<file path="config.mk">
export PLATFORM = sky130hd
export DESIGN_NAME = load_store_unit
export DESIGN_NICKNAME = d
export VERILOG_FILES = /design/src/rtl/lsu_pkg.sv /design/src/rtl/lsu_load_align.sv /design/src/rtl/load_store_unit.sv
export SDC_FILE = /design/constraint.sdc
export NUM_CORES = 1
export LEC_CHECK = 0
export ABC_AREA = 1
export CORE_MARGIN = 10
export CORE_UTILIZATION = 40
export CTS_BUF_LIST = sky130_fd_sc_hd__clkbuf_16
export CTS_CLUSTER_DIAMETER = 200
export DETAILED_ROUTE_END_ITERATION = 10
export PLACE_DENSITY_LB_ADDON = 0.15
export SLEW_MARGIN = 5
export SYNTH_ARGS = -nofsm -noshare
export SYNTH_HDL_FRONTEND = slang
export SYNTH_SLANG_ARGS = --single-unit
</file>
<file path="constraint.sdc">
create_clock -name i_clk -period 2.75 [get_ports i_clk]
set_input_delay 0.4125 -clock i_clk [delete_from_list [all_inputs] [get_ports i_clk]]
set_output_delay 0.4125 -clock i_clk [all_outputs]
set_load 0.01 [all_outputs]
</file>
<file path="src/rtl/lsu_pkg.sv">
// lsu_pkg: shared types and helpers for the load/store unit.
//   lsu_funct3_e : RISC-V load/store funct3 codes
//   lsu_state_e  : load_store_unit FSM states
//   helpers      : access-size decode, legality, alignment checks
package lsu_pkg;

    typedef enum logic [2:0] {
        LSU_B  = 3'b000,
        LSU_H  = 3'b001,
        LSU_W  = 3'b010,
        LSU_BU = 3'b100,
        LSU_HU = 3'b101
    } lsu_funct3_e;

    typedef enum logic [1:0] {
        ST_IDLE,
        ST_LOAD,
        ST_MERGE,
        ST_RESP
    } lsu_state_e;

    localparam logic [1:0] SZ_BYTE = 2'b00;
    localparam logic [1:0] SZ_HALF = 2'b01;
    localparam logic [1:0] SZ_WORD = 2'b10;

    // Access size is encoded in the low two funct3 bits.
    function automatic logic [1:0] lsu_size(input logic [2:0] f3);
        return f3[1:0];
    endfunction

    // Unsigned loads only; an unsigned store encoding is illegal.
    function automatic logic lsu_illegal(input logic [2:0] f3, input logic we);
        logic bad;
        case (f3)
            LSU_B, LSU_H, LSU_W: bad = 1'b0;
            LSU_BU, LSU_HU:      bad = we;
            default:             bad = 1'b1;
        endcase
        return bad;
    endfunction

    function automatic logic lsu_misaligned(input logic [2:0] f3, input logic [1:0] lane);
        return ((lsu_size(f3) == SZ_HALF) && lane[0]) ||
               ((lsu_size(f3) == SZ_WORD) && (lane != 2'b00));
    endfunction

    // Forces the lane to natural alignment for the access size.
    function automatic logic [1:0] lsu_align_lane(input logic [2:0] f3, input logic [1:0] lane);
        logic [1:0] res;
        case (lsu_size(f3))
            SZ_HALF: res = {lane[1], 1'b0};
            SZ_WORD: res = 2'b00;
            default: res = lane;
        endcase
        return res;
    endfunction

endpackage

</file>
<file path="src/rtl/lsu_load_align.sv">
// lsu_load_align: combinational load formatting.
//   i_word   : 32-bit RAM word
//   i_lane   : byte lane of the access (addr[1:0])
//   i_funct3 : load funct3 (size in [1:0], zero-extend in [2])
//   o_data   : selected, sign/zero-extended result; words pass through
module lsu_load_align
    import lsu_pkg::*;
(
    input  logic [31:0] i_word,
    input  logic [1:0]  i_lane,
    input  logic [2:0]  i_funct3,
    output logic [31:0] o_data
);

    logic [7:0]  byte_sel;
    logic [15:0] half_sel;
    logic        sext;

    always_comb begin
        byte_sel = i_word[{i_lane, 3'b000} +: 8];
        half_sel = i_lane[1] ? i_word[31:16] : i_word[15:0];
        sext     = ~i_funct3[2];
        case (lsu_size(i_funct3))
            SZ_BYTE: o_data = {{24{byte_sel[7] & sext}}, byte_sel};
            SZ_HALF: o_data = {{16{half_sel[15] & sext}}, half_sel};
            default: o_data = i_word;
        endcase
    end

endmodule

</file>
<file path="src/rtl/load_store_unit.sv">
// load_store_unit: data-side access stage driving RAM port A.
//   Request : i_req_valid/o_req_ready, i_req_we, i_req_funct3, i_req_addr, i_req_wdata
//   Response: o_rsp_valid (1-cycle pulse), o_rsp_rdata, o_rsp_fault
//   RAM     : o_ram_addr (word), o_ram_data, o_ram_we, i_ram_data (1-cycle latency)
// Sub-word stores are done as read-modify-write (not atomic against port B).
// LSU_MISALIGN_TRAP_EN: defined -> misaligned H/W fault; undefined -> low
// address bits are forced to natural alignment and the access proceeds.
module load_store_unit
    import lsu_pkg::*;
#(
    parameter int unsigned ADDR_WIDTH = 18,
    parameter int unsigned DATA_WIDTH = 32
) (
    input  logic                  i_clk,
    input  logic                  i_rst_n,
    input  logic                  i_req_valid,
    output logic                  o_req_ready,
    input  logic                  i_req_we,
    input  logic [2:0]            i_req_funct3,
    input  logic [ADDR_WIDTH-1:0] i_req_addr,
    input  logic [31:0]           i_req_wdata,
    output logic                  o_rsp_valid,
    output logic [31:0]           o_rsp_rdata,
    output logic                  o_rsp_fault,
    output logic [ADDR_WIDTH-3:0] o_ram_addr,
    output logic [31:0]           o_ram_data,
    output logic                  o_ram_we,
    input  logic [31:0]           i_ram_data
);

    if (DATA_WIDTH != 32) begin : g_bad_width
        $error("load_store_unit: DATA_WIDTH must be 32");
    end

    lsu_state_e            state_q, state_d;
    logic [ADDR_WIDTH-3:0] waddr_q, waddr_d;
    logic [1:0]            lane_q, lane_d;
    logic [2:0]            funct3_q, funct3_d;
    logic [15:0]           wdata_q, wdata_d;
    logic [31:0]           rdata_q, rdata_d;
    logic                  fault_q, fault_d;

    logic                  req_fault;
    logic [1:0]            req_lane;
    logic [31:0]           load_word;
    logic [31:0]           merge_word;
    logic                  ram_we;
    logic [ADDR_WIDTH-3:0] ram_addr;
    logic [31:0]           ram_data;

`ifdef LSU_MISALIGN_TRAP_EN
    assign req_fault = lsu_illegal(i_req_funct3, i_req_we) ||
                       lsu_misaligned(i_req_funct3, i_req_addr[1:0]);
    assign req_lane  = i_req_addr[1:0];
`else
    assign req_fault = lsu_illegal(i_req_funct3, i_req_we);
    assign req_lane  = lsu_align_lane(i_req_funct3, i_req_addr[1:0]);
`endif

    lsu_load_align u_load_align (
        .i_word   (i_ram_data),
        .i_lane   (lane_q),
        .i_funct3 (funct3_q),
        .o_data   (load_word)
    );

    // Replace the target byte/half of the word read back at the accept edge.
    always_comb begin
        merge_word = i_ram_data;
        if (lsu_size(funct3_q) == SZ_HALF) begin
            if (lane_q[1]) merge_word[31:16] = wdata_q;
            else           merge_word[15:0]  = wdata_q;
        end else begin
            merge_word[{lane_q, 3'b000} +: 8] = wdata_q[7:0];
        end
    end

    always_comb begin
        state_d  = state_q;
        waddr_d  = waddr_q;
        lane_d   = lane_q;
        funct3_d = funct3_q;
        wdata_d  = wdata_q;
        rdata_d  = rdata_q;
        fault_d  = fault_q;
        ram_we   = 1'b0;
        ram_addr = waddr_q;
        ram_data = '0;
        case (state_q)
            ST_IDLE: begin
                // RAM is driven straight from the request so reads and
                // full-word writes happen on the accept edge itself.
                ram_addr = i_req_addr[ADDR_WIDTH-1:2];
                ram_data = i_req_wdata;
                ram_we   = i_req_valid && i_req_we &&
                           (i_req_funct3 == LSU_W) && !req_fault;
                if (i_req_valid) begin
                    waddr_d  = i_req_addr[ADDR_WIDTH-1:2];
                    lane_d   = req_lane;
                    funct3_d = i_req_funct3;
                    wdata_d  = i_req_wdata[15:0];
                    fault_d  = req_fault;
                    rdata_d  = '0;
                    if (req_fault)                    state_d = ST_RESP;
                    else if (!i_req_we)               state_d = ST_LOAD;
                    else if (i_req_funct3 == LSU_W)   state_d = ST_RESP;
                    else                              state_d = ST_MERGE;
                end
            end
            ST_LOAD: begin
                rdata_d = load_word;
                state_d = ST_RESP;
            end
            ST_MERGE: begin
                ram_we   = 1'b1;
                ram_data = merge_word;
                state_d  = ST_RESP;
            end
            ST_RESP: begin
                state_d = ST_IDLE;
            end
            default: begin
                state_d = ST_IDLE;
            end
        endcase
    end

    always_ff @(posedge i_clk or negedge i_rst_n) begin
        if (!i_rst_n) begin
            state_q  <= ST_IDLE;
            waddr_q  <= '0;
            lane_q   <= '0;
            funct3_q <= '0;
            wdata_q  <= '0;
            rdata_q  <= '0;
            fault_q  <= 1'b0;
        end else begin
            state_q  <= state_d;
            waddr_q  <= waddr_d;
            lane_q   <= lane_d;
            funct3_q <= funct3_d;
            wdata_q  <= wdata_d;
            rdata_q  <= rdata_d;
            fault_q  <= fault_d;
        end
    end

    // RAM-facing outputs are gated by reset so an in-flight MERGE write
    // cannot land while reset is asserted.
    assign o_req_ready = i_rst_n && (state_q == ST_IDLE);
    assign o_rsp_valid = (state_q == ST_RESP);
    assign o_rsp_rdata = o_rsp_valid ? rdata_q : '0;
    assign o_rsp_fault = o_rsp_valid && fault_q;
    assign o_ram_we    = i_rst_n && ram_we;
    assign o_ram_addr  = i_rst_n ? ram_addr : '0;
    assign o_ram_data  = i_rst_n ? ram_data : '0;

endmodule
</file>
### Word level (Yosys, flattened, before mapping)

Index checks and enable logic that the tools add are counted.

* shifts and indexed selects: 3
* equality and inequality tests: 11
* add/subtract/negate cells: 1
* reduce and logical (&&, ||, !) cells: 16
* multiplexer cells: 21
* bitwise gates (word level): 3

Operators by type and width (number)
* case mux 32 bit (2 select lines): 3
* two-way mux 32 bit: 4
* two-way mux 16 bit: 5
* bitwise mux 32 bit: 1
* variable shift 8 x 7 -> 32 bit (first input constant): 1
* indexed part select 32 x 6 -> 8 bit: 1
* indexed part select 8 x 7 -> 32 bit: 1
* negator 5 -> 7 bit: 1
* == test 2 x 1 -> 1 bit (second input constant): 3
* == test 2 bit (second input constant): 3
* == test 3 bit (second input constant): 2
* logical AND 1 bit: 6
* two-way mux 2 bit: 3
* case mux 2 bit (3 select lines): 1
* zero test 2 bit: 2
* case mux 1 bit (2 select lines): 2
* case mux 2 bit (2 select lines): 1
* AND reduction 2 bit: 2
* OR reduction 2 bit: 2
* == test 3 x 1 -> 1 bit (second input constant): 1
* == test 3 x 2 -> 1 bit (second input constant): 1
* zero test 3 bit: 1
* OR reduction 3 bit: 1
* AND 1 bit: 2
* 5 further kinds: 5

* bits in registers: 72
* output and inout port bits: 84
* bits of input ports: 89
* logic and storage cells: 62

### Longest topological paths before layout

Gate-level depths: netlist (run 1).

* depth in word-level cells: 7
* depth in mapped cells: 11
* gate-level depth less buffers: 9

### Cells and area by module

A second synthesis (run 1) with hierarchy kept.

* cells, all modules: 1028
* area, all modules: 6229.7 um2

Modules (own cells, without submodules)
* load_store_unit: cells each 874, area each 5308.8 um2, instances 1
* lsu_load_align: cells each 154, area each 920.9 um2, instances 1

### Worst setup path after synthesis (run 1)

No wires, ideal clock.

* path type: flip-flop to output port
* from: register lane_q[1]
* to: output port o_ram_data[6]
* buffers on the path: 3
* setup slack: 391 ps
* stages on the path, launching flop included: 10
* data required time: 2338 ps
* data arrival time: 1947 ps
* cells stage by stage: dfrtp_1 -> inv_2 -> buf_1 -> ha_1 -> clkbuf_1 -> clkbuf_1 -> nand3_1 -> o211ai_1 -> nand3_1 -> o21ai_0

* word-level cells in the longest chain between the ends: 6

Ends and longest elaborated chain
* from (decl): RTL line load_store_unit.sv:37 `logic [1:0] lane_q, lane_d;`
* from (signal assigned): RTL line load_store_unit.sv:140 `lane_q <= lane_d;`
* negator 5 -> 7 bit: RTL line load_store_unit.sv:74 `merge_word[{lane_q, 3'b000} +: 8] = wdata_q[7:0];`
* indexed part select 8 x 7 -> 32 bit or variable shift 8 x 7 -> 32 bit (tied branches): RTL line load_store_unit.sv:74
* bitwise mux 32 bit: RTL line load_store_unit.sv:74
* two-way mux 32 bit *: RTL line load_store_unit.sv:70 `if (lsu_size(funct3_q) == SZ_HALF) begin`
* case mux 32 bit (2 select lines) *: RTL line load_store_unit.sv:89 `case (state_q)`
* two-way mux 32 bit *: RTL line load_store_unit.sv:156 `assign o_ram_data = i_rst_n ? ram_data : '0;`
* to (decl): RTL line load_store_unit.sv:26 `output logic [31:0] o_ram_data,`

Every way passes the cells marked *; elsewhere a longest branch is shown, timed or not.

### Worst setup path in the final report (run 1)

* from: register lane_q[1]
* to: output port o_ram_data[9]

Same word-level chain as after synthesis.

==> run metrics, run 1 <==
Cell Area, Synth 5628 µm²; worst-skew pair later-pin latency 350 ps; Gate power share 0.611; Clock Skew 5.069 ps; H-tree depth 3; Tot GR Track Use 0.2058; pre-CTS WS 159.2 ps; first-pass GRT wire length between 30000 and 40000 µm; Cell Pwr Density between 1000 and 1500 nW/µm²; Area Overhead vs Synth 41.31%; Avg WL per Cell ~17 µm; die area between 15000 and 20000 µm²; GRT overflow 0; vias per inst 5.122; detailed-route wire length 20390 µm; Synth Instances 891; Final Hold Vio Count 0; Antenna Violating Nets Remaining 0; number of global-route vias before repair between 6000 and 7000; slowest CP cell clkdlybuf4s50_1; initial core utilization 0.4070; Startpoint Class flop; Nets between 1000 and 1500; CP Launch Point lane_q[1]$_DFFE_PN0P_; Finish-stage setup viols 0; headroom to the max-slew limit 0.1933; worst r2r path cells 6; net count after synthesis 992; sequential share of the synthesized area 0.3201; crit path cell chain inv_6 > ha_1 > inv_2 > nand3_1 > nor2_1 > nor2_1 > o22ai_1 > clkdlybuf4s50_1; mean area per synthesized cell 6.316 µm²; Longest Clk Path Bufs 2; leakage 0.004128 µW; core area around 14000 µm²; Die Ht 138.6 µm; min Tclk post-route 2628 ps; outcome finished clean; # clock sinks 72; switching share of power 0.4681; Routability Congestion 0.9486; Reg power frac 0.235; delay-heaviest family, CP buffers and inverters; Worst-path clk slew about 60 ps; cell repeated most along the worst path nor2_1; Pint 4332 µW; initial antenna violation count 1; slowest cell delay on critical path 570 ps; Data required, critical path 2340 ps; clock share of power 0.154; Final Cycle Share 0.9556; CP Depth 8; CP Capture Type output port; post-synthesis cell type count 28; DP Area 7486 µm²; largest net degree at the start of global routing 73; Seq cells post-synth 72; Slew @ Worst Pin 1210 ps; P_sw 3812 µW; I/O Buffers 172; CTS root buffer clkbuf_16; RSZ-0062 raised after global routing no; hold buffers post-CTS 0; top fanout value on the critical path 15; Finished Cell Area 7953 µm²; IO Pins 173; Bufs and invs on worst path 3; Crit Reg-Reg Startpoint state_q[0]$_DFFE_PN0P_; Die W 138.6 µm; share of cells above drive strength 1 0.08849; DR DRC count 0; min-delay worst type input pin to asynchronous set/reset pin; total number of vias 6310; fmax 380.5 MHz; initial drt markers 602; DP Wirelength 15140 µm; Sum Neg Setup Slack 0 ps; Slew Viols, Final 0; synth warn 0; Num CTS Buffers 9; peak supply drop 0.0004319 V; Core Rows between 40 and 50; Worst Path Arrival ~2200 ps; Final WS setup around 120 ps; type of the worst setup path flop to output port; DRT Pass-1 Iters 7; total of max-cap violations 0; CTS tree done
[layout make-up]
cell class              count  area (µm²)
well taps                 180       225.2
clock inverters             7       86.33
repair inverters            1       5.005
multi-input cells         640        3146
diodes                      1       2.502
clock buffers               9       225.2
fillers                  1406        5874
inverters                 124       484.2
flip-flops and latches     72        1803
repair buffers            198        1976
[per-layer routing]
metal  wire length, µm  global-route usage
met4               526             0.07743
met5                 0                   0
met2              8825              0.3095
met3              2058             0.06404
met1              8982              0.2699
[cell usage after synthesis]
| cell | n | area share |
|---|---|---|
| nand2_1 | 235 | 0.16 |
| o21ai_0 | 141 | 0.13 |
| inv_1 | 117 | 0.078 |
| a21oi_1 | 79 | 0.070 |
| dfrtp_1 | 72 | 0.32 |
| nor2_1 | 63 | 0.042 |
| nand3_1 | 36 | 0.032 |
| clkbuf_1 | 29 | 0.019 |
| nand2_2 | 24 | 0.027 |
| o211ai_1 | 20 | 0.027 |
| buf_2 | 18 | 0.016 |
| ha_1 | 12 | 0.027 |
| o21ai_1 | 11 | 0.0098 |
| o22ai_1 | 8 | 0.0089 |
| nand2_4 | 5 | 0.010 |
| inv_2 | 4 | 0.0027 |
| buf_1 | 3 | 0.0020 |
| buf_6 | 3 | 0.0060 |
| nand2_8 | 2 | 0.0071 |
| a31oi_1 | 1 | 0.0011 |
| buf_12 | 1 | 0.0036 |
| buf_4 | 1 | 0.0013 |
| clkinv_1 | 1 | 0.00067 |
| inv_4 | 1 | 0.0011 |
| inv_6 | 1 | 0.0016 |
| nand4_1 | 1 | 0.0011 |
| nor2_2 | 1 | 0.0011 |
| nor2_4 | 1 | 0.0020 |
[worst paths after layout]
path,endpoint,slack (ps)
setup / recovery,o_ram_data[9],120
hold / removal,funct3_q[0]$_DFFE_PN0P_,150
setup reg to reg,rdata_q[31]$_DFFE_PN0P_,640
hold reg to reg,rdata_q[12]$_DFFE_PN0P_,480
max in group asynchronous,lane_q[1]$_DFFE_PN0P_,2110
min in group i_clk,rdata_q[12]$_DFFE_PN0P_,480
[metrics by stage]
stage / power (µW) / hold WS (ps) / util / std cells
floorplan: 4999 / 116.9 / - / 891
global placement: 6668 / 462.9 / 0.5414 / 1210
detailed placement: 6702 / 467.6 / 0.5414 / 1210
CTS: 8062 / 150.0 / 0.5673 / 1227
global route: 8897 / 184.8 / 0.5752 / 1232
finish: 8144 / 152.7 / 0.5752 / 1232
[power groups by stage]
stage	logic [µW]	registers, µW	clock network (µW)
after global routing	5610	1960	1330
final	4980	1910	1250
after global placement	4760	1900	0
after detailed placement	4800	1900	0
after CTS	4880	1900	1280
after floorplan	3240	1760	0
[registers in the layout, summed over array words and instances, names as in the netlist]
register and cells:
funct3_q 3, wdata_q 16, rdata_q 32, lane_q 2, state_q 2, waddr_q 16, fault_q 1
[cell families (layout without fill, tap and decap cells)]
logic type / count (synthesis) / count (layout) / synth area share
other: 0 / 1 / 0
DFF: 72 / 72 / 0.3201
AOI/OAI and AO/OA: 260 / 260 / 0.2421
adders and majority gates: 12 / 12 / 0.02668
buffers and inverters: 179 / 339 / 0.1323
and+or+nand+nor: 368 / 368 / 0.2788
[timing repair]
item | CTS | global route
setup buffers | 0 | 3
gates cloned | 1 | 1
hold endpoints to repair | 0 | 0
endpoints found under the setup margin | 49 | 36
pin swaps | 0 | 0
resized for setup | 29 | 21
[cells in the final DEF (no fill, tap or decap), drive strengths merged]
| cell | count |
|---|---|
| o211ai | 20 |
| dlygate4sd2 | 16 |
| dlymetal6s2s | 13 |
| nand2 | 266 |
| nand3 | 36 |
| clkbuf | 9 |
| dfrtp | 72 |
| bufinv | 2 |
| clkdlybuf4s50 | 142 |
| inv | 124 |
| nand4 | 1 |
| diode | 1 |
| buf | 26 |
| o21ai | 152 |
| a31oi | 1 |
| clkinv | 6 |
| a21oi | 79 |
| ha | 12 |
| bufbuf | 1 |
| o22ai | 8 |
| nor2 | 65 |
Power figures use the tool's default switching activity.
==> run 2, diff against run 1 <==
--- a/config.mk
+++ b/config.mk
@@ -6,10 +6,11 @@
 export NUM_CORES = 1
 export LEC_CHECK = 0
 export ABC_AREA = 1
-export CORE_MARGIN = 10
+export CORE_MARGIN = 2
 export CORE_UTILIZATION = 40
 export CTS_BUF_LIST = sky130_fd_sc_hd__clkbuf_16
 export CTS_CLUSTER_DIAMETER = 200
+export CTS_CLUSTER_SIZE = 24
 export DETAILED_ROUTE_END_ITERATION = 10
 export PLACE_DENSITY_LB_ADDON = 0.15
 export SLEW_MARGIN = 5
==> run 2 against run 1 <==
Against the previous run: critical path depth down 1; combinational power decreased by 3%; clock skew increased by 0.60 ps; routed wire length decreased by 8.5%; register-to-register slack better by 30 ps; sequential cell count unchanged; sequential power about the same; non-clock buffer count shrank 6; power fell by 1.8%; core utilization down 0.49 points; clock power barely moved; cell count shrank 0.65%; largest cell class unchanged.
==> run metrics, run 2 (synthesis gave the netlist of run 1 again) <==
outcome finished clean; Final Hold Vio Count 0 (unchanged); Num CTS Buffers 9 (unchanged); crit path cell chain inv_2 > ha_2 > nand3_2 > nor2_1 > nor2_1 > o21ai_1 > clkdlybuf4s50_1; pre-CTS WS 149.9 ps (-9.297 ps); total of max-cap violations 0 (unchanged); IO Pins 173 (unchanged); DP Area 7456 µm² (-0.40%); Worst Path Arrival 2310 ps (+90 ps); CTS tree done; first-pass GRT wire length 29300 µm (-9.8%); min Tclk post-route 2722 ps (+93.67 ps); slowest CP cell clkdlybuf4s50_1; min-delay worst type input pin to asynchronous set/reset pin; fmax 367.4 MHz (-3.4%); Clock Skew 5.666 ps (+0.5976 ps); H-tree depth 3 (unchanged); Finish-stage setup viols 0 (unchanged); Die Ht 122.6 µm (-12%); Antenna Violating Nets Remaining 0 (unchanged); headroom to the max-slew limit 0.5539 (+0.3606); commonest non-fill, non-tap cell in the layout nand2_1; Final WS setup 28.50 ps (-93.67 ps); Slew Viols, Final 0 (unchanged); core area 13830 µm² (unchanged); peak supply drop 0.0005282 V (+22%); Finished Cell Area 7885 µm² (-0.85%); DR DRC count 0 (unchanged); I/O Buffers 172 (unchanged); Final Cycle Share 0.9896 (+0.03406); detailed-route wire length 18660 µm (-8.5%); max FFs per register 32 (unchanged); CTS root buffer clkbuf_16; top fanout value on the critical path 8 (-7); sequential cell area 1803 µm² (unchanged); top flop regs rdata_q: 32 flops, waddr_q: 16 flops, wdata_q: 16 flops; Fillers 1352 (-3.8%); Nets 1140 (-0.61%); share of cells above drive strength 1 0.08333 (-0.005154); DP Wirelength 13660 µm (-9.8%); Worst-path clk slew 60 ps (about the same); diodes inserted 0 (-1); Tot GR Track Use 0.2495 (+0.04369); Sum Neg Setup Slack 0 ps (unchanged); RSZ-0062 raised after global routing yes; commonest cells after routing, fill and taps aside 232 x nand2_1, 148 x clkdlybuf4s50_1, 139 x o21ai_0; Longest Clk Path Bufs 2 (unchanged); initial core utilization 0.4070 (unchanged); Avg WL per Cell 15.24 µm (-7.9%); most flop-heavy register rdata_q; leakage 0.004077 µW (-1.2%); multi-input logic area 3128 µm² (-0.56%); Core Rows 43 (unchanged); largest net degree at the start of global routing 77 (+5.5%); initial drt markers 589 (-2.2%); vias per inst 5.084 (-0.73%); Routability Congestion 0.9019 (-4.9%); slowest cell delay on critical path 550 ps (-20 ps); number of global-route vias before repair 5631 (-6.6%); Slew @ Worst Pin 669.1 ps (-540.9 ps); Data required, critical path 2340 ps (about the same); initial antenna violation count 0 (-1); CP Capture Type output port; worst r2r path cells 9 (+3); total number of vias 6223 (-1.4%); Die W 122.6 µm (-12%); type of the worst setup path flop to output port; DRT Pass-1 Iters 5 (-2); Startpoint Class flop; GRT overflow 0 (unchanged); die area 15030 µm² (-22%); worst-skew pair later-pin latency 340 ps (about the same); cell repeated most along the worst path nor2_1; Area Overhead vs Synth 40.11%; Cell Pwr Density 1015 nW/µm² (-0.92%); # clock sinks 72 (unchanged)
## run 2: layer usage
metal  vias up  wire length (µm)  track usage
met5         -                 0            0
met4         0               567      0.09483
met3        27              1764      0.05576
li1       3143                 -            -
met2       251              8013       0.3830
met1      2802              8310       0.3426
## run 2: critical path: cells and delay by family (launching register included)
| family | cells | cell delay (ps) |
|---|---|---|
| flops | 1 | 400 |
| simple gates | 3 | 400 |
| compound gates | 1 | 150 |
| fa+ha+maj | 1 | 380 |
| buf+inv | 2 | 640 |
## run 2: repair_timing
action,4_1_cts,5_1_grt
setup endpoints to repair,49,32
hold buffers,0,0
gates cloned,0,1
gates resized for setup,18,29
buffers inserted,0,1
## run 2: final cells by class
class | count | share of cell area
Timing Repair Buffer | 192 | 0.2460
Clock buffer | 9 | 0.02856
Sequential cell | 72 | 0.2287
Inverter | 124 | 0.06077
Multi-Input combinational cell | 640 | 0.3967
Tap cell | 180 | 0.02856
Clock inverter | 7 | 0.01079
## run 2: final timing paths
check	end	startpoint	slack (ps)
hold reg to reg	waddr_q[15]$_DFFE_PN0P_	waddr_q[15]$_DFFE_PN0P_	480
hold / removal	waddr_q[15]$_DFFE_PN0P_	i_rst_n	130
min in group i_clk	waddr_q[15]$_DFFE_PN0P_	waddr_q[15]$_DFFE_PN0P_	480
setup reg to reg	rdata_q[3]$_DFFE_PN0P_	state_q[0]$_DFFE_PN0P_	670
max in group asynchronous	lane_q[1]$_DFFE_PN0P_	i_rst_n	2040
setup / recovery	o_ram_data[23]	lane_q[1]$_DFFE_PN0P_	30
## run 2: metrics by stage
| stage | power [µW] | hold slack [ps] | utilization | instances |
|---|---|---|---|---|
| 2_1_floorplan | 4999 | 116.9 | - | 891 |
| 3_3_place_gp | 6586 | 464.2 | 0.5392 | 1206 |
| 4_1_cts | 7912 | 137.2 | 0.5628 | 1222 |
| 5_1_grt | 8690 | 158.2 | 0.5703 | 1224 |
| 6_report | 8000 | 125.9 | 0.5703 | 1224 |
| 3_5_place_dp | 6624 | 468.7 | 0.5392 | 1206 |
## run 2: power by group
group	switching, µW	internal, µW	total [µW]
combinational	2890	1960	4850
sequential	389	1510	1900
clock	463	787	1250
==> run 3, diff against run 2 <==
--- a/config.mk
+++ b/config.mk
@@ -13,7 +13,8 @@
 export CTS_CLUSTER_SIZE = 24
 export DETAILED_ROUTE_END_ITERATION = 10
 export PLACE_DENSITY_LB_ADDON = 0.15
-export SLEW_MARGIN = 5
+export RECOVER_POWER = 25
+export SLEW_MARGIN = 10
 export SYNTH_ARGS = -nofsm -noshare
 export SYNTH_HDL_FRONTEND = slang
 export SYNTH_SLANG_ARGS = --single-unit
==> run 3 against run 2 <==
Against the previous run: global-route usage unchanged; clock-buffer cell count is the same; combinational power about the same; power is essentially flat; largest power group unchanged.
==> run metrics, run 3 (synthesis gave the netlist of run 1 again) <==
max FFs per register 32 (unchanged); crit path cell chain inv_2 > ha_2 > inv_1 > nand2_2 > nor2_1 > nor2_1 > o21ai_1 > clkdlybuf4s50_1; GRT overflow 0 (unchanged); Die W 122.6 µm (unchanged); initial core utilization 0.4070 (unchanged); share of cells above drive strength 1 0.08238 (-0.0009579); number of global-route vias before repair 5631 (unchanged); total number of vias 6285 (+1.0%); Antenna Violating Nets Remaining 0 (unchanged); top flop regs rdata_q: 32 flops, waddr_q: 16 flops, wdata_q: 16 flops; leakage 0.004072 µW (-0.10%); most flop-heavy register rdata_q; slowest cell delay on critical path 540 ps (about the same); register-to-register path setup slack 660 ps (about the same); Die Ht 122.6 µm (unchanged); Clock Skew 5.570 ps (-0.09626 ps); diodes inserted 0 (unchanged); commonest cells after routing, fill and taps aside 232 x nand2_1, 148 x clkdlybuf4s50_1, 139 x o21ai_0; fmax 368.5 MHz (+0.30%); Data required, critical path 2340 ps (about the same); CP Launch Point lane_q[1]$_DFFE_PN0P_; r2r endpoint rdata_q[3]$_DFFE_PN0P_; Area Overhead vs Synth 40.00% (about the same); detailed-route wire length 18680 µm (+0.12%); slowest CP cell clkdlybuf4s50_1; Hold WS 245.7 ps (+119.8 ps); # clock sinks 72 (unchanged); Num CTS Buffers 9 (unchanged); Worst-path clk slew 60 ps (about the same); RSZ-0062 raised after global routing yes; die area 15030 µm² (unchanged); Routability Congestion 0.9019 (unchanged); Slew @ Worst Pin 1312 ps (+643.1 ps); Final Cycle Share 0.9867 (-0.002921); P_sw 3742 µW (+0.12%); Worst Path Arrival 2300 ps (about the same); Pint 4261 µW (about the same); Startpoint Class flop; H-tree depth 3 (unchanged); Final Hold Vio Count 0 (unchanged); Crit Reg-Reg Startpoint state_q[0]$_DFFE_PN0P_; Reg power frac 0.238 (about the same); clock share of power 0.157 (about the same); DP Wirelength 13660 µm (unchanged); Tot GR Track Use 0.2495 (unchanged); core area 13830 µm² (unchanged); I/O Buffers 172 (unchanged); DR DRC count 0 (unchanged); vias per inst 5.135 (+1.0%); DRT Pass-1 Iters 5 (unchanged); Avg WL per Cell 15.26 µm (+0.12%); min-delay worst type input pin to asynchronous set/reset pin; CTS root buffer clkbuf_16; worst-skew pair later-pin latency 340 ps (about the same); worst r2r path cells 9 (unchanged); Finish-stage setup viols 0 (unchanged); type of the worst setup path flop to output port; headroom to the max-slew limit 0.1252 (-0.4287); initial drt markers 584 (-0.85%); top fanout value on the critical path 8 (unchanged); total of max-cap violations 0 (unchanged); largest net degree at the start of global routing 77 (unchanged); Finished Cell Area 7879 µm² (about the same); commonest non-fill, non-tap cell in the layout nand2_1; min Tclk post-route 2713 ps (-8.032 ps); Slew Viols, Final 0 (unchanged); Core Rows 43 (unchanged); Gate power share 0.606 (about the same); first-pass GRT wire length 29300 µm (unchanged); Cell Pwr Density 1016 nW/µm² (+0.12%); switching share of power 0.4675 (about the same); outcome finished clean; initial antenna violation count 0 (unchanged); DP Area 7456 µm² (unchanged); Nets 1140 (unchanged); peak supply drop 0.0005285 V (about the same); CP Capture Type output port; Longest Clk Path Bufs 2 (unchanged); IO Pins 173 (unchanged); cell repeated most along the worst path nor2_1; CTS tree done
==> run 3: timing repair <==
action | 4_1_cts | 5_1_grt
gates resized for setup | 18 | 29
setup endpoints to repair | 49 | 32
pin swaps | 0 | 0
setup buffers | 0 | 1
cloned | 0 | 1
hold buffers | 0 | 0
==> run 3: layout make-up <==
cell class / instances / area, µm²
Timing Repair Buffer: 192 / 1933
Inverter: 124 / 479.2
Tap cell: 180 / 225.2
Multi-Input combinational cell: 640 / 3128
Clock inverter: 7 / 85.08
Sequential cell: 72 / 1803
Fill cell: 1353 / 5948
Clock buffer: 9 / 225.2
==> run 3: power groups by stage <==
stage	Clock (µW)	Sequential, µW	Combinational [µW]
6_report	1250	1900	4850
5_1_grt	1310	1960	5420
4_1_cts	1260	1890	4760
3_5_place_dp	0	1900	4720
3_3_place_gp	0	1900	4680
2_1_floorplan	0	1760	3240
==> run 3: per-stage QoR <==
step / utilization / power [µW] / setup WS, ps / setup TNS (ps) / instances
after detailed placement: 0.5392 / 6624 / 149.9 / 0 / 1206
after CTS: 0.5628 / 7912 / -70.11 / -368.0 / 1222
after floorplan: - / 4999 / 390.9 / 0 / 891
after global placement: 0.5392 / 6586 / 179.9 / 0 / 1206
final: 0.5698 / 8003 / 36.53 / 0 / 1224
after global routing: 0.5698 / 8689 / -108.1 / -348.9 / 1224
==> run 3: per-layer routing <==
| layer | vias to the layer above | GRT usage | part of all wire |
|---|---|---|---|
| met5 | - | 0 | 0 |
| met1 | 2830 | 0.3426 | 0.44 |
| met2 | 278 | 0.3830 | 0.43 |
| li1 | 3148 | - | - |
| met4 | 0 | 0.09483 | 0.032 |
| met3 | 29 | 0.05576 | 0.096 |
==> run 3: worst max-delay path by stage <==
stage	to	slack (ps)	depth (start not counted)
after floorplan	o_ram_data[6]	390	9
after global placement	o_ram_data[16]	180	7
after detailed placement	o_ram_data[21]	150	7
after CTS	o_ram_data[19]	-70	7
after global routing	o_ram_data[22]	-110	7
final	o_ram_data[24]	40	8
==> run 3: critical path: cells and delay by family (launching register included) <==
| family | cells | cell delay [ps] |
|---|---|---|
| flops | 1 | 430 |
| buf+inv | 3 | 760 |
| compound gates | 1 | 130 |
| simple gates | 3 | 320 |
| fa+ha+maj | 1 | 330 |
